File: src/rtl/bram_sched_pkg.sv
// Shared definitions for the BRAM load scheduler.
//
// Contents:
//   state_e             burst sequencer states (IDLE, ISSUE, DRAIN, DONE)
//   STATE_W             width of the state encoding
//   DEFAULT_RD_LATENCY  default BRAM read latency, address cycle to valid dout
//   idWidth()           bits needed to hold an index in 0..n-1 (minimum 1)
package bram_sched_pkg;

  localparam int STATE_W            = 2;
  localparam int DEFAULT_RD_LATENCY = 2;

  typedef enum logic [STATE_W-1:0] {
    ST_IDLE  = 2'd0,
    ST_ISSUE = 2'd1,
    ST_DRAIN = 2'd2,
    ST_DONE  = 2'd3
  } state_e;

  // Index width with a floor of one bit, so single-entry ranges still
  // produce a legal vector declaration.
  function automatic int idWidth(input int n);
    return (n <= 2) ? 1 : $clog2(n);
  endfunction

endpackage

File: src/rtl/rr_arbiter.sv
// Combinational winner select for the BRAM load scheduler.
//
// Default build: round-robin. The search begins at ptr_i and wraps modulo
// NUM_REQ; the first requester found wins.
// With BRAM_SCHED_PRIORITY_EN defined: fixed priority, the lowest index wins,
// and the pointer port does not exist.
//
// Ports:
//   req_i     in   NUM_REQ  request vector
//   ptr_i     in   ID_W     round-robin search start (default build only)
//   valid_o   out  1        at least one request present
//   winner_o  out  ID_W     index of the selected requester
module rr_arbiter
  import bram_sched_pkg::*;
#(
  parameter int NUM_REQ = 4,
  parameter int ID_W    = idWidth(NUM_REQ)
) (
  input  logic [NUM_REQ-1:0] req_i,
`ifndef BRAM_SCHED_PRIORITY_EN
  input  logic [ID_W-1:0]    ptr_i,
`endif
  output logic               valid_o,
  output logic [ID_W-1:0]    winner_o
);

`ifdef BRAM_SCHED_PRIORITY_EN
  // Walk from the highest index down, so the lowest requesting index is
  // the last one written and therefore wins.
  always_comb begin
    valid_o  = |req_i;
    winner_o = '0;
    for (int i = NUM_REQ - 1; i >= 0; i--) begin
      if (req_i[ID_W'(i)]) begin
        winner_o = ID_W'(i);
      end
    end
  end
`else
  // Walk the rotated order from the farthest offset back toward ptr_i.
  // The candidate closest to the pointer is written last and wins.
  always_comb begin
    int cand;
    valid_o  = |req_i;
    winner_o = '0;
    cand     = 0;
    for (int i = NUM_REQ - 1; i >= 0; i--) begin
      cand = (int'(ptr_i) + i) % NUM_REQ;
      if (req_i[ID_W'(cand)]) begin
        winner_o = ID_W'(cand);
      end
    end
  end
`endif

endmodule

File: src/rtl/bram_load_scheduler.sv
// Arbitrates one shared parameter BRAM between NUM_REQ loaders and sequences
// each granted read burst. The scheduler issues one address per cycle and
// returns each element tagged with its owner ID and element index.
//
// Configuration macro: BRAM_SCHED_PRIORITY_EN selects fixed priority, where
// the lowest index wins. When the macro is undefined the scheduler uses
// round-robin arbitration.
//
// Ports:
//   clk_i        in   1                     system clock, rising edge
//   rst_ni       in   1                     asynchronous active-low reset
//   req_i        in   NUM_REQ               level request per loader
//   req_base_i   in   NUM_REQ*ADDR_WIDTH    packed start address per loader
//   req_len_i    in   NUM_REQ*LEN_WIDTH     packed element count per loader
//   grant_o      out  NUM_REQ               one-hot owner for the whole burst
//   done_o       out  NUM_REQ               one-cycle pulse at burst end
//   rd_valid_o   out  1                     returned element valid
//   rd_data_o    out  W                     returned element
//   rd_id_o      out  clog2(NUM_REQ)        owner of the returned element
//   rd_idx_o     out  LEN_WIDTH             element index within the burst
//   busy_o       out  1                     sequencer not idle
//   bram_en_o    out  1                     BRAM enable
//   bram_ren_o   out  1                     BRAM read enable
//   bram_addr_o  out  ADDR_WIDTH            BRAM address
//   bram_dout_i  in   W                     BRAM read data
module bram_load_scheduler
  import bram_sched_pkg::*;
#(
  parameter int NUM_REQ    = 4,
  parameter int W          = 8,
  parameter int ADDR_WIDTH = 15,
  parameter int LEN_WIDTH  = 16,
  parameter int RD_LATENCY = DEFAULT_RD_LATENCY,
  localparam int ID_W      = idWidth(NUM_REQ)
) (
  input  logic                            clk_i,
  input  logic                            rst_ni,
  input  logic [NUM_REQ-1:0]              req_i,
  input  logic [NUM_REQ*ADDR_WIDTH-1:0]   req_base_i,
  input  logic [NUM_REQ*LEN_WIDTH-1:0]    req_len_i,
  output logic [NUM_REQ-1:0]              grant_o,
  output logic [NUM_REQ-1:0]              done_o,
  output logic                            rd_valid_o,
  output logic [W-1:0]                    rd_data_o,
  output logic [ID_W-1:0]                 rd_id_o,
  output logic [LEN_WIDTH-1:0]            rd_idx_o,
  output logic                            busy_o,
  output logic                            bram_en_o,
  output logic                            bram_ren_o,
  output logic [ADDR_WIDTH-1:0]           bram_addr_o,
  input  logic [W-1:0]                    bram_dout_i
);

  localparam int DRAIN_W = idWidth(RD_LATENCY);

  state_e                state_q, state_d;
  logic [ID_W-1:0]       owner_q, owner_d;
  logic [ADDR_WIDTH-1:0] addr_q, addr_d;
  logic [LEN_WIDTH-1:0]  len_q, len_d;
  logic [LEN_WIDTH-1:0]  k_q, k_d;
  logic [DRAIN_W-1:0]    drain_q, drain_d;

  logic                  arbValid;
  logic [ID_W-1:0]       arbWinner;
  logic [ADDR_WIDTH-1:0] baseArr [NUM_REQ];
  logic [LEN_WIDTH-1:0]  lenArr  [NUM_REQ];

  logic                  pipeValid_q [RD_LATENCY];
  logic [ID_W-1:0]       pipeId_q    [RD_LATENCY];
  logic [LEN_WIDTH-1:0]  pipeIdx_q   [RD_LATENCY];
  logic                  issueValid;

  // Unpack the per-loader base and length fields so that the winner can
  // select them with a narrow index.
  for (genvar g = 0; g < NUM_REQ; g++) begin : g_unpack
    assign baseArr[g] = req_base_i[g*ADDR_WIDTH +: ADDR_WIDTH];
    assign lenArr[g]  = req_len_i[g*LEN_WIDTH +: LEN_WIDTH];
  end

`ifndef BRAM_SCHED_PRIORITY_EN
  logic [ID_W-1:0] ptr_q, ptr_d;

  // The round-robin pointer holds the search start for the next grant.
  // It moves only when a grant is made.
  always_ff @(posedge clk_i or negedge rst_ni) begin
    if (!rst_ni) begin
      ptr_q <= '0;
    end else begin
      ptr_q <= ptr_d;
    end
  end

  always_comb begin
    ptr_d = ptr_q;
    if (state_q == ST_IDLE && arbValid) begin
      ptr_d = (arbWinner == ID_W'(NUM_REQ - 1)) ? '0 : arbWinner + ID_W'(1);
    end
  end
`endif

  rr_arbiter #(
    .NUM_REQ (NUM_REQ),
    .ID_W    (ID_W)
  ) u_arb (
    .req_i    (req_i),
`ifndef BRAM_SCHED_PRIORITY_EN
    .ptr_i    (ptr_q),
`endif
    .valid_o  (arbValid),
    .winner_o (arbWinner)
  );

  // Sequencer state and the fields latched from the winning request.
  // Base and length are captured at grant time, so later changes on the
  // request inputs do not affect the burst in progress.
  always_ff @(posedge clk_i or negedge rst_ni) begin
    if (!rst_ni) begin
      state_q <= ST_IDLE;
      owner_q <= '0;
      addr_q  <= '0;
      len_q   <= '0;
      k_q     <= '0;
      drain_q <= '0;
    end else begin
      state_q <= state_d;
      owner_q <= owner_d;
      addr_q  <= addr_d;
      len_q   <= len_d;
      k_q     <= k_d;
      drain_q <= drain_d;
    end
  end

  // Next-state logic. In ISSUE, addr_q advances every cycle and wraps
  // naturally at the address width. In DRAIN, the sequencer waits
  // RD_LATENCY cycles so that the last element returns before done.
  always_comb begin
    state_d = state_q;
    owner_d = owner_q;
    addr_d  = addr_q;
    len_d   = len_q;
    k_d     = k_q;
    drain_d = drain_q;
    unique case (state_q)
      ST_IDLE: begin
        if (arbValid) begin
          owner_d = arbWinner;
          addr_d  = baseArr[arbWinner];
          len_d   = lenArr[arbWinner];
          k_d     = '0;
          drain_d = '0;
          state_d = (lenArr[arbWinner] == '0) ? ST_DONE : ST_ISSUE;
        end
      end
      ST_ISSUE: begin
        addr_d = addr_q + ADDR_WIDTH'(1);
        if (k_q == len_q - LEN_WIDTH'(1)) begin
          state_d = ST_DRAIN;
          drain_d = '0;
        end else begin
          k_d = k_q + LEN_WIDTH'(1);
        end
      end
      ST_DRAIN: begin
        if (drain_q == DRAIN_W'(RD_LATENCY - 1)) begin
          state_d = ST_DONE;
        end else begin
          drain_d = drain_q + DRAIN_W'(1);
        end
      end
      ST_DONE: begin
        state_d = ST_IDLE;
      end
      default: begin
        state_d = ST_IDLE;
      end
    endcase
  end

  assign issueValid = (state_q == ST_ISSUE);

  // The return path tags each issued address with its owner and index.
  // The tag is delayed by RD_LATENCY so it lines up with bram_dout.
  // A reset clears the valid bits, which discards any data in flight.
  always_ff @(posedge clk_i or negedge rst_ni) begin
    if (!rst_ni) begin
      for (int i = 0; i < RD_LATENCY; i++) begin
        pipeValid_q[i] <= 1'b0;
        pipeId_q[i]    <= '0;
        pipeIdx_q[i]   <= '0;
      end
    end else begin
      for (int i = RD_LATENCY - 1; i > 0; i--) begin
        pipeValid_q[i] <= pipeValid_q[i-1];
        pipeId_q[i]    <= pipeId_q[i-1];
        pipeIdx_q[i]   <= pipeIdx_q[i-1];
      end
      pipeValid_q[0] <= issueValid;
      pipeId_q[0]    <= owner_q;
      pipeIdx_q[0]   <= k_q;
    end
  end

  // Outputs decode directly from the state register. This way an
  // asynchronous reset forces every output to zero at once. The return
  // fields are zero whenever rd_valid_o is low.
  always_comb begin
    busy_o      = (state_q != ST_IDLE);
    grant_o     = busy_o ? (NUM_REQ'(1) << owner_q) : '0;
    done_o      = (state_q == ST_DONE) ? (NUM_REQ'(1) << owner_q) : '0;
    bram_en_o   = (state_q == ST_ISSUE) || (state_q == ST_DRAIN);
    bram_ren_o  = issueValid;
    bram_addr_o = issueValid ? addr_q : '0;
    rd_valid_o  = pipeValid_q[RD_LATENCY-1];
    rd_data_o   = rd_valid_o ? bram_dout_i : '0;
    rd_id_o     = rd_valid_o ? pipeId_q[RD_LATENCY-1] : '0;
    rd_idx_o    = rd_valid_o ? pipeIdx_q[RD_LATENCY-1] : '0;
  end

endmodule
File: config.mk
export PLATFORM = sky130hd
export DESIGN_NAME = bram_load_scheduler
export DESIGN_NICKNAME = d
export VERILOG_FILES = /design/src/rtl/bram_sched_pkg.sv /design/src/rtl/rr_arbiter.sv /design/src/rtl/bram_load_scheduler.sv
export SDC_FILE = /design/constraint.sdc
export NUM_CORES = 1
export LEC_CHECK = 0
export BUFFER_PORTS_ARGS = -buffer_cell sky130_fd_sc_hd__buf_2
export CAP_MARGIN = 40
export CORE_ASPECT_RATIO = 1.75
export CORE_MARGIN = 1
export CORE_UTILIZATION = 53
export CTS_BUF_LIST = sky130_fd_sc_hd__clkbuf_8
export DETAILED_ROUTE_END_ITERATION = 8
export HOLD_SLACK_MARGIN = 0.03
export PLACE_DENSITY_LB_ADDON = 0.12
export SYNTH_ARGS = -nofsm -noshare
export SYNTH_HDL_FRONTEND = slang
export SYNTH_SLANG_ARGS = --single-unit
File: constraint.sdc
create_clock -name clk_i -period 4.3 [get_ports clk_i]
set_clock_uncertainty 0.1 [all_clocks]
set_input_delay 0.645 -clock clk_i [delete_from_list [all_inputs] [get_ports clk_i]]
set_output_delay 0.645 -clock clk_i [all_outputs]
set_load 0.05 [all_outputs]
; ---- After elaboration in Yosys (flattened, before gate mapping)
; Index checks and enable logic that the tools add are counted.
[totals]
reg_bits = 92
elab_cells = 93
in_bits = 138
[op_classes]
eq_ne = 9
n_addsub = 8
reduce_logical = 13
mux = 43
shifts = 1
n_bitwise = 1
order_cmp = 5
[ops]
columns = operator, n
row1 = $mux W16, 5
row2 = $mux W15, 4
row3 = $bmux W16 S2, 1
row4 = $pmux W16 S2, 1
row5 = $bmux W15 S2, 1
row6 = $pmux W15 S2, 1
row7 = $mux W2, 10
row8 = $add A16 B1 Y16 const B, 1
row9 = $eq A16 B16 Y1, 1
row10 = $logic_not A16 Y1, 1
row11 = $lt A2 B4 Y1 const B, 4
row12 = $sub A16 B1 Y16 const B, 1
row13 = $add A15 B1 Y15 const B, 1
row14 = $mux W1, 11
row15 = $reduce_and A3 Y1, 3
row16 = $bmux W1 S2, 4
row17 = $mux W4, 2
row18 = $mux W8, 1
row19 = $pmux W2 S4, 1
row20 = $eq A2 B2 Y1 const B, 3
row21 = $ne A2 B2 Y1 const B, 3
row22 = $add A2 B1 Y2 const B, 2
row23 = $add A2 B2 Y2 const B, 2
row24 = $reduce_and A2 Y1, 2
row25 = 13 further kinds, 14

; ---- Logic depth before layout (Yosys ltp)
[depth]
ltp_word = 16
ltp_mapped = 11

; ---- Cells and area by module
; From an unflattened synthesis, not the netlist that was laid out.
[unflattened]
cells_unflattened = 508
hier_area_um2 = 5505.3
[by_module_without_submodules]
columns = mod, cells_each, area_per_inst_um2, seq_area_each_um2, n_inst
row1 = bram_load_scheduler, 495, 5427.7, 2302.2, 1
row2 = rr_arbiter, 13, 77.6, 0.0, 1

; ---- Worst setup path after synthesis
; No wires, ideal clock.
[synth_timing]
path_kind = input port to flip-flop
from = input port req_i[1]
to = register state_q[1]
arrival_time_ns = 2.948
setup_ns = 0.065
stages = 11
path_buffers = 3
path_slack_ns = 1.188
required_time_ns = 4.135
path_cell_list = nand2b_1 -> o221ai_2 -> and2_1 -> buf_2 -> buf_2 -> buf_2 -> mux2i_1 -> mux2i_1 -> a2111o_1 -> o41ai_1 -> mux2_2
[synth_between]
elab_chain_cells = 15
word_cells_on_any_way = 27
classes_between = eq/ne (1) / mux (22) / bitwise (1) / reduce/logical (3)
[synth_lines]
columns = element, line
row1 = from (decl), bram_load_scheduler.sv:38  ; input logic [NUM_REQ-1:0] req_i,
row2 = $bmux W1 S2, rr_arbiter.sv:49  ; if (req_i[ID_W'(cand)]) begin
row3 = $mux W1 (not written as such) (2 in a row), rr_arbiter.sv:49
row4 = $mux W2 (4 in a row), rr_arbiter.sv:49
row5 = $not A2 Y3 (not written as such), bram_load_scheduler.sv:152  ; state_d = (lenArr[arbWinner] == '0) ? ST_DONE : ST_ISSUE;
row6 = $bmux W16 S2, bram_load_scheduler.sv:152
row7 = $mux W16 (not written as such) (2 in a row), bram_load_scheduler.sv:152
row8 = $logic_not A16 Y1, bram_load_scheduler.sv:152
row9 = $mux W2, bram_load_scheduler.sv:152
row10 = $mux W2, bram_load_scheduler.sv:146  ; if (arbValid) begin
row11 = $pmux W2 S4, bram_load_scheduler.sv:144  ; unique case (state_q)
row12 = to (signal assigned), bram_load_scheduler.sv:125  ; state_q <= state_d;
row13 = to (decl), bram_load_scheduler.sv:56  ; state_e state_q, state_d;
; Parallel ways exist; a longest one is shown, timed or not. The select of a mux whose other input is x is not followed.
; A chain may end at the register's enable or synchronous reset.

; ---- Worst setup path after layout
[layout_timing]
from = register len_q[0]
to = register state_q[1]
[layout_between]
elab_chain_cells = 4
[layout_lines]
columns = element, line
row1 = from (decl), bram_load_scheduler.sv:59  ; logic [LEN_WIDTH-1:0] len_q, len_d;
row2 = from (signal assigned), bram_load_scheduler.sv:128  ; len_q <= len_d;
row3 = $sub A16 B1 Y16, bram_load_scheduler.sv:157  ; if (k_q == len_q - LEN_WIDTH'(1)) begin
row4 = $eq A16 B16 Y1, bram_load_scheduler.sv:157
row5 = $ne A2 B1 Y1 (no line), --
row6 = $reduce_and A3 Y1 (no line), --
; Every way passes these cells.

==> results.json <==
{
  "fin_tns_setup_ns": 0,
  "grt_pass1_vias": 5413,
  "dr_total_vias": 5672,
  "nets": 993,
  "p_sw_frac": 0.5237,
  "dpl_worst_slack_ns": 0.7421,
  "core_sq_um": 10640,
  "p_per_area_nw_per_um2": 673.5,
  "outcome": "complete, no violations",
  "hp-class": "register to register",
  "p_switching_mw": 2.483,
  "via_per_inst": 5.776,
  "rr_endpoint": "state_q[1]",
  "cts_max_level": 3,
  "areaGrowthSynthToFinish_pct": 22.30,
  "ir_drop_uv": 399.4,
  "grt_util_all_layers": 0.2990,
  "worstMarginPinSlew_ns": 0.8145,
  "synth_area_sq_um": 5757,
  "routed_wire_length_per_instance_um": 16.62,
  "post-dp-hpwl_um": 12880,
  "grt_pass1_wl_um": 25810,
  "portBuffers": 190,
  "p_int_mw": 2.259,
  "clkTransAtPathRegs_ns": 0.09,
  "start_util": 0.5413,
  "fin_crit_sh": 0.8133,
  "cts_resized": 0,
  "netlist_top_cells_count": "nand2_1, dfrtp_1, and2_1",
  "drive_above_1_share": 0.2793,
  "fill_cells": 917,
  "ant_nets": 0,
  "yosys.area.top_type": "dfrtp_1",
  "setup_slack_ns": 0.8030,
  "cts_buffers": 9,
  "startpoint_type": "register",
  "die_x_um": 80.79,
  "globalplace.congestion": 0.9530,
  "ios": 191,
  "ys_ff_latch": 92,
  "combPwrFrac": 0.573,
  "cts_tree": "yes",
  "max_slew_margin": 0.4570,
  "min_to": "pipeIdx_q[15]",
  "leakage_nw": 3.452,
  "netlist_instances": 673,
  "clock_sinks": 92,
  "routed_wl_um": 16320,
  "multi_input_area_sq_um": 3249,
  "grtUsageMet2": 0.5388,
  "syn_nets": 819,
  "synth.most_common_cell": "nand2_1",
  "grt_overflow": 0,
  "max_freq_mhz": 286.0,
  "num_rows": 50,
  "antenna_found_initial": 0,
  "grt_util_met1": 0.3325,
  "setup_viol": 0,
  "final_max_slew_viol_count": 0,
  "yosysWarnings": 0,
  "synthArstFlopShare": 1.000,
  "rsz0062_at_grt": "no",
  "whs_path_depth": 0,
  "critPathArrivalTime_ns": 3.66,
  "synth_edf_count": 0,
  "synthTopCellsByArea": "dfrtp_1, nand2_1, and2_1, nand3_1, xnor2_1",
  "crit_fanout": 17,
  "synth.avg_cell_area_sq_um": 8.554,
  "maxCapViolations": 0,
  "yosys.area.top_type_share": 0.3999,
  "die_h_um": 139.9,
  "clkPwrFrac": 0.123,
  "worst-r2r-cell-count": 11,
  "fin_crit_ns": 3.497,
  "antenna_cells": 0,
  "gr-usage-met3": 0.04197,
  "final-seq-area_sq_um": 2302,
  "seq_area_frac_synth": 0.3999,
  "final_hold_viol_count": 0,
  "seq_power_share": 0.304,
  "rr_startpoint": "len_q[0]",
  "firstDrtPassIters": 5,
  "drc": 0,
  "die-area_sq_um": 11300,
  "cts_root_buffer": "clkbuf_8",
  "post-place-cells": 965,
  "clk_latency_ns": 0.38,
  "grt.busiest_layer": "met2",
  "ff2ff_setup_slack_ns": 0.80,
  "cp-end-kind": "register",
  "synthDistinctLibCells": 61,
  "final-instance-count-excl-fill": 982,
  "clockBufferDepth": 2,
  "setup.worst_path.class": "register to register",
  "drt_iter0_markers": 271,
  "total_power_mw": 4.742,
  "grt_start_max_net_pins": 56,
  "synthFlopType": "dfrtp_1",
  "cp.required_ns": 4.47,
  "hold_path_startpoint": "pipeIdx_q[31]"
}
[layout by cell type (no fill, tap or decap), drive strengths merged, types with 4 or more instances in the layout]
cell,instances
a211oi,23
a21boi,17
a21oi,31
and2,46
and3,12
buf,203
clkbuf,9
dfrtp,92
ha,8
inv,17
mux2,10
mux2i,20
nand2,111
nand2b,5
nand3,44
nand4,11
nor2,41
nor3,11
nor3b,4
nor4,6
o21ai,31
o221ai,4
o22ai,4
o31ai,11
or3,5
or4,7
xnor2,25
xor2,8
[worst max-delay path, stage by stage (launching register included)]
cell and delay (ns):
dfrtp_1 0.45, inv_1 0.08, ha_1 0.23, nor3b_1 0.50
nand4b_1 0.19, xnor2_1 0.17, or4_4 0.43, nor4b_4 0.31
buf_4 0.27, nor2b_2 0.08, nor3_2 0.21, mux2_2 0.37
[power by group through the flow]
| stage | logic [mW] | clock network [mW] | registers, mW |
|---|---|---|---|
| after floorplan | 2.11 | 0 | 1.32 |
| after global placement | 2.64 | 0 | 1.43 |
| after detailed placement | 2.70 | 0 | 1.46 |
| after CTS | 2.71 | 0.590 | 1.44 |
| after global routing | 2.95 | 0.632 | 1.48 |
| final | 2.72 | 0.583 | 1.44 |
[final cells by class]
cell class	count	area share
tap	130	0.02310
multi-input combinational	528	0.4615
clock buffer	9	0.01759
clock inverter	7	0.01084
sequential	92	0.3270
inverter	12	0.006398
timing repair buffer	204	0.1535
[how the worst max path moves through the flow]
stage             start    endpoint  slack [ns]  cells past startpoint
6_report       len_q[0]  state_q[1]        0.80                     11
4_1_cts        len_q[0]  state_q[1]        0.84                     11
3_5_place_dp   req_i[1]  state_q[1]        0.74                      9
2_1_floorplan  req_i[1]  state_q[1]        1.19                     11
5_1_grt        len_q[0]  state_q[1]        0.59                     11
3_3_place_gp   req_i[1]  state_q[1]        0.86                      9
[kinds of logic (layout without fill, tap and decap cells)]
logic type | after synthesis | in the layout | synth area share
xor+xnor | 33 | 33 | 0.05021
compound gates | 139 | 139 | 0.1589
fa+ha+maj | 8 | 8 | 0.01739
flops | 92 | 92 | 0.3999
simple gates | 318 | 318 | 0.2812
buf+inv | 53 | 232 | 0.03804
mux | 30 | 30 | 0.05434
[through the flow]
| stage | cell area, sq um | hold slack (ns) | util |
|---|---|---|---|
| finish | 7041 | 0.2568 | 0.6620 |
| global route | 7041 | 0.2618 | 0.6620 |
| CTS | 7041 | 0.2583 | 0.6620 |
| detailed placement | 6830 | 0.2347 | 0.6422 |
| global placement | 6795 | 0.2325 | 0.6389 |
| floorplan | 5757 | 0.2312 | - |
[metal layers]
metal  wire length, um  vias to the layer above
li1                  -                     2729
met1              6144                     2645
met2              8752                      253
met3               839                       45
met4               581                        0
met5                 0                        -
[sequential cells by signal, indices dropped and copies added, names as in the netlist]
| signal | cells |
|---|---|
| addr_q | 15 |
| drain_q | 1 |
| k_q | 16 |
| len_q | 16 |
| owner_q | 2 |
| pipeId_q | 4 |
| pipeIdx_q | 32 |
| pipeValid_q | 1 |
| ptr_q | 2 |
| rd_valid_o | 1 |
| state_q | 2 |
[what timing repair did]
| action | in CTS | in global routing |
|---|---|---|
| endpoints found under the hold margin | 11 | 0 |
| buffers inserted | 0 | 0 |
| hold buffers | 1 | 0 |
Power figures use the tool's default switching activity.
